--- src/rtl/spi_master_if.sv ---
// Bus bundle for spi_master: byte-level handshake plus the 4-wire SPI pins.
// The master modport is the design side; the slave modport is the side that
// issues bytes and models the target.
interface spi_master_if;
    logic       start;
    logic [7:0] tx_data;
    logic       last;
    logic       busy;
    logic       done;
    logic [7:0] rx_data;
    logic       SCK;
    logic       MOSI;
    logic       MISO;
    logic       SSEL;

    modport master (
        input  start, tx_data, last, MISO,
        output busy, done, rx_data, SCK, MOSI, SSEL
    );

    modport slave (
        output start, tx_data, last, MISO,
        input  busy, done, rx_data, SCK, MOSI, SSEL
    );
endinterface

--- src/rtl/spi_master.sv ---
// spi_master: 8-bit MSB-first SPI mode-0 initiator with multi-byte SSEL hold.
// DIV sets the SCK half-period in clk cycles.
// Optional build macro SPI_MASTER_MISO_SYNC_EN: MISO goes through a 2-flop
// synchronizer and is sampled two cycles after SCK rises (requires DIV >= 3).
// Without it MISO is sampled raw on the edge that raises SCK (DIV >= 2).
module spi_master #(
    parameter int DIV = 4
) (
    input  logic         clk,
    input  logic         rst,
    spi_master_if.master spi
);

    typedef enum logic [2:0] {
        ST_IDLE   = 3'd0,
        ST_SETUP  = 3'd1,
        ST_SCK_HI = 3'd2,
        ST_SCK_LO = 3'd3,
        ST_HOLD   = 3'd4,
        ST_CLOSE  = 3'd5,
        ST_GAP    = 3'd6
    } state_t;

    localparam logic [7:0] DIV_M1 = 8'(DIV - 1);

    state_t     state_q, state_d;
    logic [7:0] cnt_q, cnt_d;
    logic [2:0] bit_q, bit_d;
    logic [7:0] tx_shift_q, tx_shift_d;
    logic [7:0] rx_shift_q, rx_shift_d;
    logic [7:0] rx_data_q, rx_data_d;
    logic       last_q, last_d;
    logic       sck_q, sck_d;
    logic       ssel_q, ssel_d;
    logic       busy_q, busy_d;
    logic       done_q, done_d;

    logic       cnt_zero_s;
    logic       accept_s;
    logic       sample_now_s;
    logic       sample_bit_s;

    assign cnt_zero_s = (cnt_q == 8'd0);
    // A new byte is taken only when no byte is in flight (IDLE, or HOLD between bytes).
    assign accept_s   = spi.start && ((state_q == ST_IDLE) || (state_q == ST_HOLD));

`ifdef SPI_MASTER_MISO_SYNC_EN
    localparam int         MIN_DIV    = 3;
    // Two cycles after entering SCK_HI the counter has stepped once below its reload.
    localparam logic [7:0] SAMPLE_CNT = 8'(DIV - 2);

    logic miso_meta_q;
    logic miso_sync_q;

    // Two-flop synchronizer for the asynchronous MISO pin.
    always_ff @(posedge clk or posedge rst) begin
        if (rst) begin
            miso_meta_q <= 1'b0;
            miso_sync_q <= 1'b0;
        end else begin
            miso_meta_q <= spi.MISO;
            miso_sync_q <= miso_meta_q;
        end
    end

    assign sample_now_s = (state_q == ST_SCK_HI) && (cnt_q == SAMPLE_CNT);
    assign sample_bit_s = miso_sync_q;
`else
    localparam int MIN_DIV = 2;

    assign sample_now_s = cnt_zero_s && ((state_q == ST_SETUP) || (state_q == ST_SCK_LO));
    assign sample_bit_s = spi.MISO;
`endif

    spi_master_div_chk #(
        .DIV     (DIV),
        .MIN_DIV (MIN_DIV)
    ) u_div_chk (
        .clk (clk)
    );

    // FSM state register.
    always_ff @(posedge clk or posedge rst) begin
        if (rst) begin
            state_q <= ST_IDLE;
        end else begin
            state_q <= state_d;
        end
    end

    // Next-state logic: every timed state lasts DIV cycles.
    always_comb begin
        state_d = state_q;
        case (state_q)
            ST_IDLE, ST_HOLD: begin
                if (accept_s) state_d = ST_SETUP;
                else          state_d = state_q;
            end
            ST_SETUP, ST_SCK_LO: begin
                if (cnt_zero_s) state_d = ST_SCK_HI;
                else            state_d = state_q;
            end
            ST_SCK_HI: begin
                if (!cnt_zero_s)         state_d = state_q;
                else if (bit_q != 3'd7)  state_d = ST_SCK_LO;
                else if (last_q)         state_d = ST_CLOSE;
                else                     state_d = ST_HOLD;
            end
            ST_CLOSE: begin
                if (cnt_zero_s) state_d = ST_GAP;
                else            state_d = state_q;
            end
            ST_GAP: begin
                if (cnt_zero_s) state_d = ST_IDLE;
                else            state_d = state_q;
            end
            default: state_d = ST_IDLE;
        endcase
    end

    // Output and datapath next values; MOSI is the MSB of the transmit shifter.
    always_comb begin
        tx_shift_d = tx_shift_q;
        rx_shift_d = rx_shift_q;
        rx_data_d  = rx_data_q;
        last_d     = last_q;
        bit_d      = bit_q;
        sck_d      = sck_q;
        ssel_d     = ssel_q;
        busy_d     = busy_q;
        done_d     = 1'b0;
        cnt_d      = cnt_q;

        // Half-period counter reloads on every state change (SCK edges included).
        if (state_d != state_q) cnt_d = DIV_M1;
        else if (cnt_zero_s)    cnt_d = cnt_q;
        else                    cnt_d = cnt_q - 8'd1;

        if (sample_now_s) rx_shift_d = {rx_shift_q[6:0], sample_bit_s};
        else              rx_shift_d = rx_shift_q;

        case (state_q)
            ST_IDLE, ST_HOLD: begin
                if (accept_s) begin
                    tx_shift_d = spi.tx_data;
                    last_d     = spi.last;
                    ssel_d     = 1'b0;
                    busy_d     = 1'b1;
                end else begin
                    busy_d     = 1'b0;
                end
            end
            ST_SETUP, ST_SCK_LO: begin
                if (cnt_zero_s) sck_d = 1'b1;
                else            sck_d = sck_q;
            end
            ST_SCK_HI: begin
                if (cnt_zero_s) begin
                    sck_d = 1'b0;
                    bit_d = bit_q + 3'd1;
                    if (bit_q == 3'd7) begin
                        done_d    = 1'b1;
                        rx_data_d = rx_shift_q;
                        busy_d    = last_q;
                    end else begin
                        tx_shift_d = {tx_shift_q[6:0], 1'b0};
                    end
                end else begin
                    sck_d = sck_q;
                end
            end
            ST_CLOSE: begin
                if (cnt_zero_s) ssel_d = 1'b1;
                else            ssel_d = ssel_q;
            end
            ST_GAP: begin
                if (cnt_zero_s) begin
                    busy_d     = 1'b0;
                    tx_shift_d = 8'h00;
                end else begin
                    busy_d     = busy_q;
                end
            end
            default: begin
                sck_d      = 1'b0;
                ssel_d     = 1'b1;
                busy_d     = 1'b0;
                tx_shift_d = 8'h00;
            end
        endcase
    end

    // Datapath and registered output flops.
    always_ff @(posedge clk or posedge rst) begin
        if (rst) begin
            cnt_q      <= 8'd0;
            bit_q      <= 3'd0;
            tx_shift_q <= 8'h00;
            rx_shift_q <= 8'h00;
            rx_data_q  <= 8'h00;
            last_q     <= 1'b0;
            sck_q      <= 1'b0;
            ssel_q     <= 1'b1;
            busy_q     <= 1'b0;
            done_q     <= 1'b0;
        end else begin
            cnt_q      <= cnt_d;
            bit_q      <= bit_d;
            tx_shift_q <= tx_shift_d;
            rx_shift_q <= rx_shift_d;
            rx_data_q  <= rx_data_d;
            last_q     <= last_d;
            sck_q      <= sck_d;
            ssel_q     <= ssel_d;
            busy_q     <= busy_d;
            done_q     <= done_d;
        end
    end

    assign spi.SCK     = sck_q;
    assign spi.SSEL    = ssel_q;
    assign spi.MOSI    = tx_shift_q[7];
    assign spi.busy    = busy_q;
    assign spi.done    = done_q;
    assign spi.rx_data = rx_data_q;

endmodule

// Parameter legality checker for spi_master's SCK divider.
module spi_master_div_chk #(
    parameter int DIV     = 4,
    parameter int MIN_DIV = 2
) (
    input logic clk
);
    a_div_range: assert property (@(posedge clk) (DIV >= MIN_DIV) && (DIV <= 255));
endmodule

--- src/flat_wrapper.sv ---
// flat-port wrapper written by rule: the top's interface ports become plain ports
module spi_master_flat 
#(
    parameter int DIV = 4
)
  (clk, rst, spi_start, spi_tx_data, spi_last, spi_MISO, spi_busy, spi_done, spi_rx_data, spi_SCK, spi_MOSI, spi_SSEL);
  spi_master_if spi_i ();
  input  logic clk;
  input  logic rst;
  input wire logic [$bits(spi_i.start)-1:0] spi_start;
  input wire logic [$bits(spi_i.tx_data)-1:0] spi_tx_data;
  input wire logic [$bits(spi_i.last)-1:0] spi_last;
  input wire logic [$bits(spi_i.MISO)-1:0] spi_MISO;
  output wire logic [$bits(spi_i.busy)-1:0] spi_busy;
  output wire logic [$bits(spi_i.done)-1:0] spi_done;
  output wire logic [$bits(spi_i.rx_data)-1:0] spi_rx_data;
  output wire logic [$bits(spi_i.SCK)-1:0] spi_SCK;
  output wire logic [$bits(spi_i.MOSI)-1:0] spi_MOSI;
  output wire logic [$bits(spi_i.SSEL)-1:0] spi_SSEL;
  assign spi_i.start = spi_start;
  assign spi_i.tx_data = spi_tx_data;
  assign spi_i.last = spi_last;
  assign spi_i.MISO = spi_MISO;
  assign spi_busy = spi_i.busy;
  assign spi_done = spi_i.done;
  assign spi_rx_data = spi_i.rx_data;
  assign spi_SCK = spi_i.SCK;
  assign spi_MOSI = spi_i.MOSI;
  assign spi_SSEL = spi_i.SSEL;
  spi_master #(.DIV(DIV)) u_core (.clk(clk), .rst(rst), .spi(spi_i));
endmodule
--- config.mk ---
export PLATFORM = sky130hd
export DESIGN_NAME = spi_master_flat
export DESIGN_NICKNAME = d
export VERILOG_FILES = /design/src/rtl/spi_master_if.sv /design/src/rtl/spi_master.sv /design/src/flat_wrapper.sv
export SDC_FILE = /design/constraint.sdc
export NUM_CORES = 1
export LEC_CHECK = 0
export ABC_AREA = 1
export CORE_UTILIZATION = 49
export CTS_CLUSTER_DIAMETER = 80
export DETAILED_ROUTE_END_ITERATION = 6
export GPL_ROUTABILITY_DRIVEN = 0
export HOLD_SLACK_MARGIN = 0.12
export PLACE_DENSITY = 0.83
export SYNTH_ARGS = -nofsm -noshare
export SYNTH_HDL_FRONTEND = slang
export SYNTH_SLANG_ARGS = --single-unit
--- constraint.sdc ---
create_clock -name clk -period 1.55 [get_ports clk]
set_clock_uncertainty 0.05 [all_clocks]
set_input_delay 0.31 -clock clk [delete_from_list [all_inputs] [get_ports clk]]
set_output_delay 0.31 -clock clk [all_outputs]
set_load 0.02 [all_outputs]
# --- Word-level counts from Yosys, hierarchy flattened ---
# Cells that the tools add are included.
word_totals:
  word_cells: 78
  register_bits: 43
  in_bits: 13
op_classes:
  add_sub_neg: 2
  n_reduce_logical: 18
  eq_ne: 17
  muxes: 27
  bitwise_logic: 3
ops:
  columns: ["operator", "count"]
  rows:
  - ["$mux 8", 6]
  - ["$pmux 8 s4", 1]
  - ["$mux 3", 6]
  - ["$pmux 3 s5", 1]
  - ["$eq 3x3->1 const B", 4]
  - ["$ne 2x1->1 const B", 6]
  - ["$mux 1", 10]
  - ["$reduce_and 3->1", 3]
  - ["$logic_not 8->1", 1]
  - ["$reduce_or 4->1", 2]
  - ["$sub 8x1->8 const B", 1]
  - ["$eq 3x2->1 const B", 2]
  - ["$pmux 1 s3", 2]
  - ["$reduce_and 5->1", 1]
  - ["$ne 2x2->1 const B", 2]
  - ["$pmux 1 s4", 1]
  - ["$reduce_and 2->1", 2]
  - ["$reduce_and 4->1", 1]
  - ["$reduce_or 2->1", 2]
  - ["$add 3x1->3 const B", 1]
  - ["$eq 3x1->1 const B", 1]
  - ["$logic_not 3->1", 1]
  - ["$ne 3x3->1", 1]
  - ["$ne 3x3->1 const B", 1]
  - ["4 further kinds", 8]

# --- Longest topological paths before layout ---
logic_depth:
  depth_word: 7
  mapped_depth: 10

# --- Least setup slack after synthesis ---
# OpenSTA, ideal clock, no wires.
synth_path:
  path_kind: "register to register"
  startpoint: "register u_core.cnt_q[0]"
  endpoint: "register u_core.rx_data_q[0], in the netlist u_core.spi.rx_data[0]"
  stages_incl_launch_ff: 11
  period_less_slack_ns: 1.654
  n_path_buf: 1
  setup_slack_ns: -0.104
  t_arrival_ns: 1.486
  cell_sequence: "dfrtp_1 inv_1 ha_1 nand2_1 nor2_8 nand2_4 nor2_4 inv_2 buf_6 nand2_1 o21ai_2"
synth_via:
  elab_chain_cells: 2
synth_rtl:
  columns: ["item", "line", "source"]
  rows:
  - ["start, declared", "spi_master.sv:27", "logic [7:0] cnt_q, cnt_d;"]
  - ["start signal, assigned", "spi_master.sv:207", "cnt_q <= cnt_d;"]
  - ["$logic_not 8->1", "spi_master.sv:43", "assign cnt_zero_s = (cnt_q == 8'd0);"]
  - ["$reduce_and 3->1 (no line)", null, null]
  - ["end signal, assigned", "spi_master.sv:211", "rx_data_q <= rx_data_d;"]
  - ["end, declared", "spi_master.sv:31", "logic [7:0] rx_data_q, rx_data_d;"]
# No other way between the ends.
# A chain may end at the register's enable or synchronous reset.

# --- Worst setup path after layout ---
layout_path:
  startpoint: "register u_core.cnt_q[3]"
  endpoint: "register u_core.rx_data_q[5], in the netlist u_core.spi.rx_data[5]"
# Same word-level chain as after synthesis.

==> impl_metrics.toml <==
[outcome]
run_status = "finished with violations"
failed_checks = "negative setup slack"

[clocking]
worstSkewPairLatency_ns = 0.31
clock_pin_slew_worst_setup_and_hold_paths_ns = 0.08
sinks_on_the_clock_net = 43
cts-root-buf = "sky130_fd_sc_hd__clkbuf_8"
cts_tree = "done"
clock_tree.buffer_depth = 2
cts-buffers-inserted = 5
cts-hold-fix-buffers = 0
h_tree_depth = 2

[floorplanning]
top_level_ports = 26
die_width_um = 67.3
rows = 23
floorplan.die_area_um2 = 4530
core_um2 = 4060
chipHeight_um = 67.3
initial_core_util = 0.515

[drt]
drt-initial-drc-count = 67
route.final.wire_length_um = 4790
vias_per_cell = 4.95
detail_route.wl_per_cell_um = 13.4
detail_route_antenna_nets = 0
routed-via-count = 1762
drt_first_pass_iters = 4
remaining_drc_errors = 0

[setup_path]
crit_top_cell = "sky130_fd_sc_hd__nand2_4"
critical_path_peak_fanout = 7
worst_path_largest_cell_delay_ns = 0.39
timing_worst_setup_path_type = "register to register"
crit_required_ns = 1.69
startpoint_type = "register"
critPathSlowestCell = "sky130_fd_sc_hd__dfrtp_1"
setup.worst_path.end_class = "register"
cp_top_family = "simple AND/OR/NAND/NOR gates"
cp_data_arrival_time_ns = 1.74
timing.critical_path.buf_inv = 2
worstPathCellList = "nor2_2, nand2_2, nor2_8, nand2_4, nor2_4, inv_4, buf_12, nand2_4, o21ai_2"

[sta]
rsz0062_at_grt = "true"
post-route-min-period_ns = 1.60
max_freq_mhz = 626
timing.hold.ws_ns = 0.328
final-max-slew-violation-count = 0
timing.setup.tns_ns = -0.457
finalHoldViolCount = 0
relSlewSlack = 0.834
fin_crit_sh = 1.03
postLayoutSetupSlackWorst_ns = -0.0467
setup_violations = 19
worst_pin_slew_ns = 0.248

[pwr]
power.combinational.fraction = 0.033
p_sw_frac = 0.195
clock_power_share = 0.463
p_int_mw = 1.81
seq_power_share = 0.504
worst_ir_drop_vdd_mv = 0.638
leakagePower_nw = 1.57
powerDensity_nw_per_um2 = 748
total_switching_power_mw = 0.440

[global_routing]
grtUsageTotal = 0.220
largest_net_degree_at_the_start_of_global_routing = 44
vias_in_the_first_global_route = 1652
antenna_violations_before_repair = 0
global_route_wire_length_before_repair_um = 7330
grt_overflow = 0

[synth]
netlist.area_leader.share = 0.503
netlist_area_um2 = 2090
number_of_warnings_reported_in_the_yosys_synthesis_log = 0
yosysSeqAreaShare = 0.516
synth.top_cells.by_area = "sky130_fd_sc_hd__dfrtp_1 (50%), sky130_fd_sc_hd__nand2_1 (9.9%), sky130_fd_sc_hd__inv_1 (6.3%)"
post_synth.cell_area_avg_um2 = 8.82
synth_fp_nets = 254
syn_inst = 237
ys_ff_latch = 43
ys_types = 29
netlist.top_cell.by_area = "sky130_fd_sc_hd__dfrtp_1"

[place]
numPlacedInstances = 338
port-buffer-count = 25
dp_hpwl_um = 2980

[finish]
fin_nets = 322
fill_cells = 270
n_antenna_cell = 0
layoutNonFillerInstCount = 356
proportion_of_layout_cells_with_a_drive_suffix_above_1 = 0.340
flow.area_growth_from_synthesis_pct = 44.3

[flow_run]
timing.max_cap.violations = 0

[min_path]
hold_path_class = "input pin to asynchronous set/reset pin"
## worst reg2reg max path: stages (launching register included)
cell and delay, ns:
sky130_fd_sc_hd__dfrtp_1 0.39, sky130_fd_sc_hd__nor2_2 0.14, sky130_fd_sc_hd__nand2_2 0.12, sky130_fd_sc_hd__nor2_8 0.22, sky130_fd_sc_hd__nand2_4 0.08, sky130_fd_sc_hd__nor2_4 0.18, sky130_fd_sc_hd__inv_4 0.08, sky130_fd_sc_hd__buf_12 0.15
sky130_fd_sc_hd__nand2_4 0.05, sky130_fd_sc_hd__o21ai_2 0.05
## layer usage
layer | routed length (µm) | GRT usage
met5 | 0 | 0
met1 | 2100 | 0.267
met2 | 2420 | 0.378
met4 | 82 | 0.0585
met3 | 180 | 0.0676
## cells in the final DEF, fill, tap and decap left out, types with 5 or more instances in the layout
| master | instances |
|---|---|
| sky130_fd_sc_hd__buf_4 | 33 |
| sky130_fd_sc_hd__clkbuf_8 | 5 |
| sky130_fd_sc_hd__clkdlybuf4s50_1 | 12 |
| sky130_fd_sc_hd__dfrtp_1 | 40 |
| sky130_fd_sc_hd__dlygate4sd2_1 | 12 |
| sky130_fd_sc_hd__inv_1 | 32 |
| sky130_fd_sc_hd__inv_2 | 5 |
| sky130_fd_sc_hd__nand2_1 | 41 |
| sky130_fd_sc_hd__nand2_4 | 13 |
| sky130_fd_sc_hd__nand3_1 | 8 |
| sky130_fd_sc_hd__nor2_1 | 12 |
| sky130_fd_sc_hd__nor2_2 | 9 |
| sky130_fd_sc_hd__o21ai_0 | 23 |
| sky130_fd_sc_hd__o21ai_2 | 9 |
| sky130_fd_sc_hd__xor2_1 | 5 |
## stage by stage
step | instance area (µm²) | power, mW | worst slack [ns] | util
finish | 3020 | 2.25 | -0.0467 | 0.743
global route | 3020 | 2.32 | -0.128 | 0.743
CTS | 2870 | 2.27 | -0.0418 | 0.707
detailed placement | 2670 | 1.24 | -0.207 | 0.657
global placement | 2670 | 1.23 | -0.151 | 0.657
floorplan | 2110 | 1.19 | 0.000303 | -
## synthesized netlist by cell type (all sizes together)
cell    count
nand2      58
dfrtp      42
inv        39
o21ai      36
nor2       24
nand3      10
xor2        5
a21oi       4
ha          4
buf         3
nor3        3
mux2        2
nand4       2
a211oi      1
dfstp       1
o21bai      1
o31ai       1
xnor2       1
## repair_timing
| action | CTS | global route |
|---|---|---|
| gates cloned | 0 | 1 |
| gates resized for setup | 39 | 22 |
| pin swaps | 9 | 6 |
| buffers inserted | 4 | 5 |
| endpoints found under the hold margin | 0 | 0 |
| endpoints found under the setup margin | 33 | 37 |
## final timing paths
kind	startpoint	endpoint	slack, ns	cells after the start
worst max-delay path	u_core.cnt_q[3]$_DFFE_PP0P_	u_core.spi.rx_data[5]$_DFFE_PP0P_	-0.05	9
worst min-delay path	rst	u_core.spi.rx_data[7]$_DFFE_PP0P_	0.33	3
worst max register to register	u_core.cnt_q[3]$_DFFE_PP0P_	u_core.spi.rx_data[5]$_DFFE_PP0P_	-0.05	9
worst min register to register	u_core.spi.SSEL$_DFFE_PP1P_	u_core.spi.SSEL$_DFFE_PP1P_	0.43	2
max in group asynchronous	rst	u_core.spi.SSEL$_DFFE_PP1P_	0.87	3
min in group clk	u_core.spi.SSEL$_DFFE_PP1P_	u_core.spi.SSEL$_DFFE_PP1P_	0.43	2
## logic make-up after synthesis
logic type / synth area share
muxes: 0.0108
xor gates and xnor gates: 0.0251
DFF: 0.516
AOI/OAI and AO/OA: 0.125
adders and majority gates: 0.0240
buffers and inverters: 0.0844
and+or+nand+nor: 0.216
## registers in the layout (all words and copies together) (netlist names)
register	cells
u_core.bit_q	3
u_core.cnt_q	8
u_core.last_q	1
u_core.rx_shift_q	8
u_core.spi.SCK	1
u_core.spi.SSEL	1
u_core.spi.busy	1
u_core.spi.done	1
u_core.spi.rx_data	8
u_core.state_q	3
u_core.tx_shift_q	8
## layout make-up
| cell class | instances | area [µm²] | share of cell area |
|---|---|---|---|
| Sequential cell | 43 | 1080 | 0.358 |
| Clock inverter | 2 | 60.1 | 0.0199 |
| Tap cell | 50 | 62.6 | 0.0207 |
| Timing Repair Buffer | 64 | 599 | 0.199 |
| Multi-Input combinational cell | 152 | 990 | 0.328 |
| Clock buffer | 6 | 72.6 | 0.0241 |
| Inverter | 39 | 151 | 0.0502 |
## power groups by stage
stage / Sequential, mW / Combinational (mW) / Clock (mW)
6_report: 1.14 / 0.0751 / 1.04
5_1_grt: 1.14 / 0.0860 / 1.10
4_1_cts: 1.14 / 0.0769 / 1.05
3_5_place_dp: 1.16 / 0.0769 / 0
3_3_place_gp: 1.16 / 0.0765 / 0
2_1_floorplan: 1.16 / 0.0272 / 0
Power figures use the tool's default switching activity.
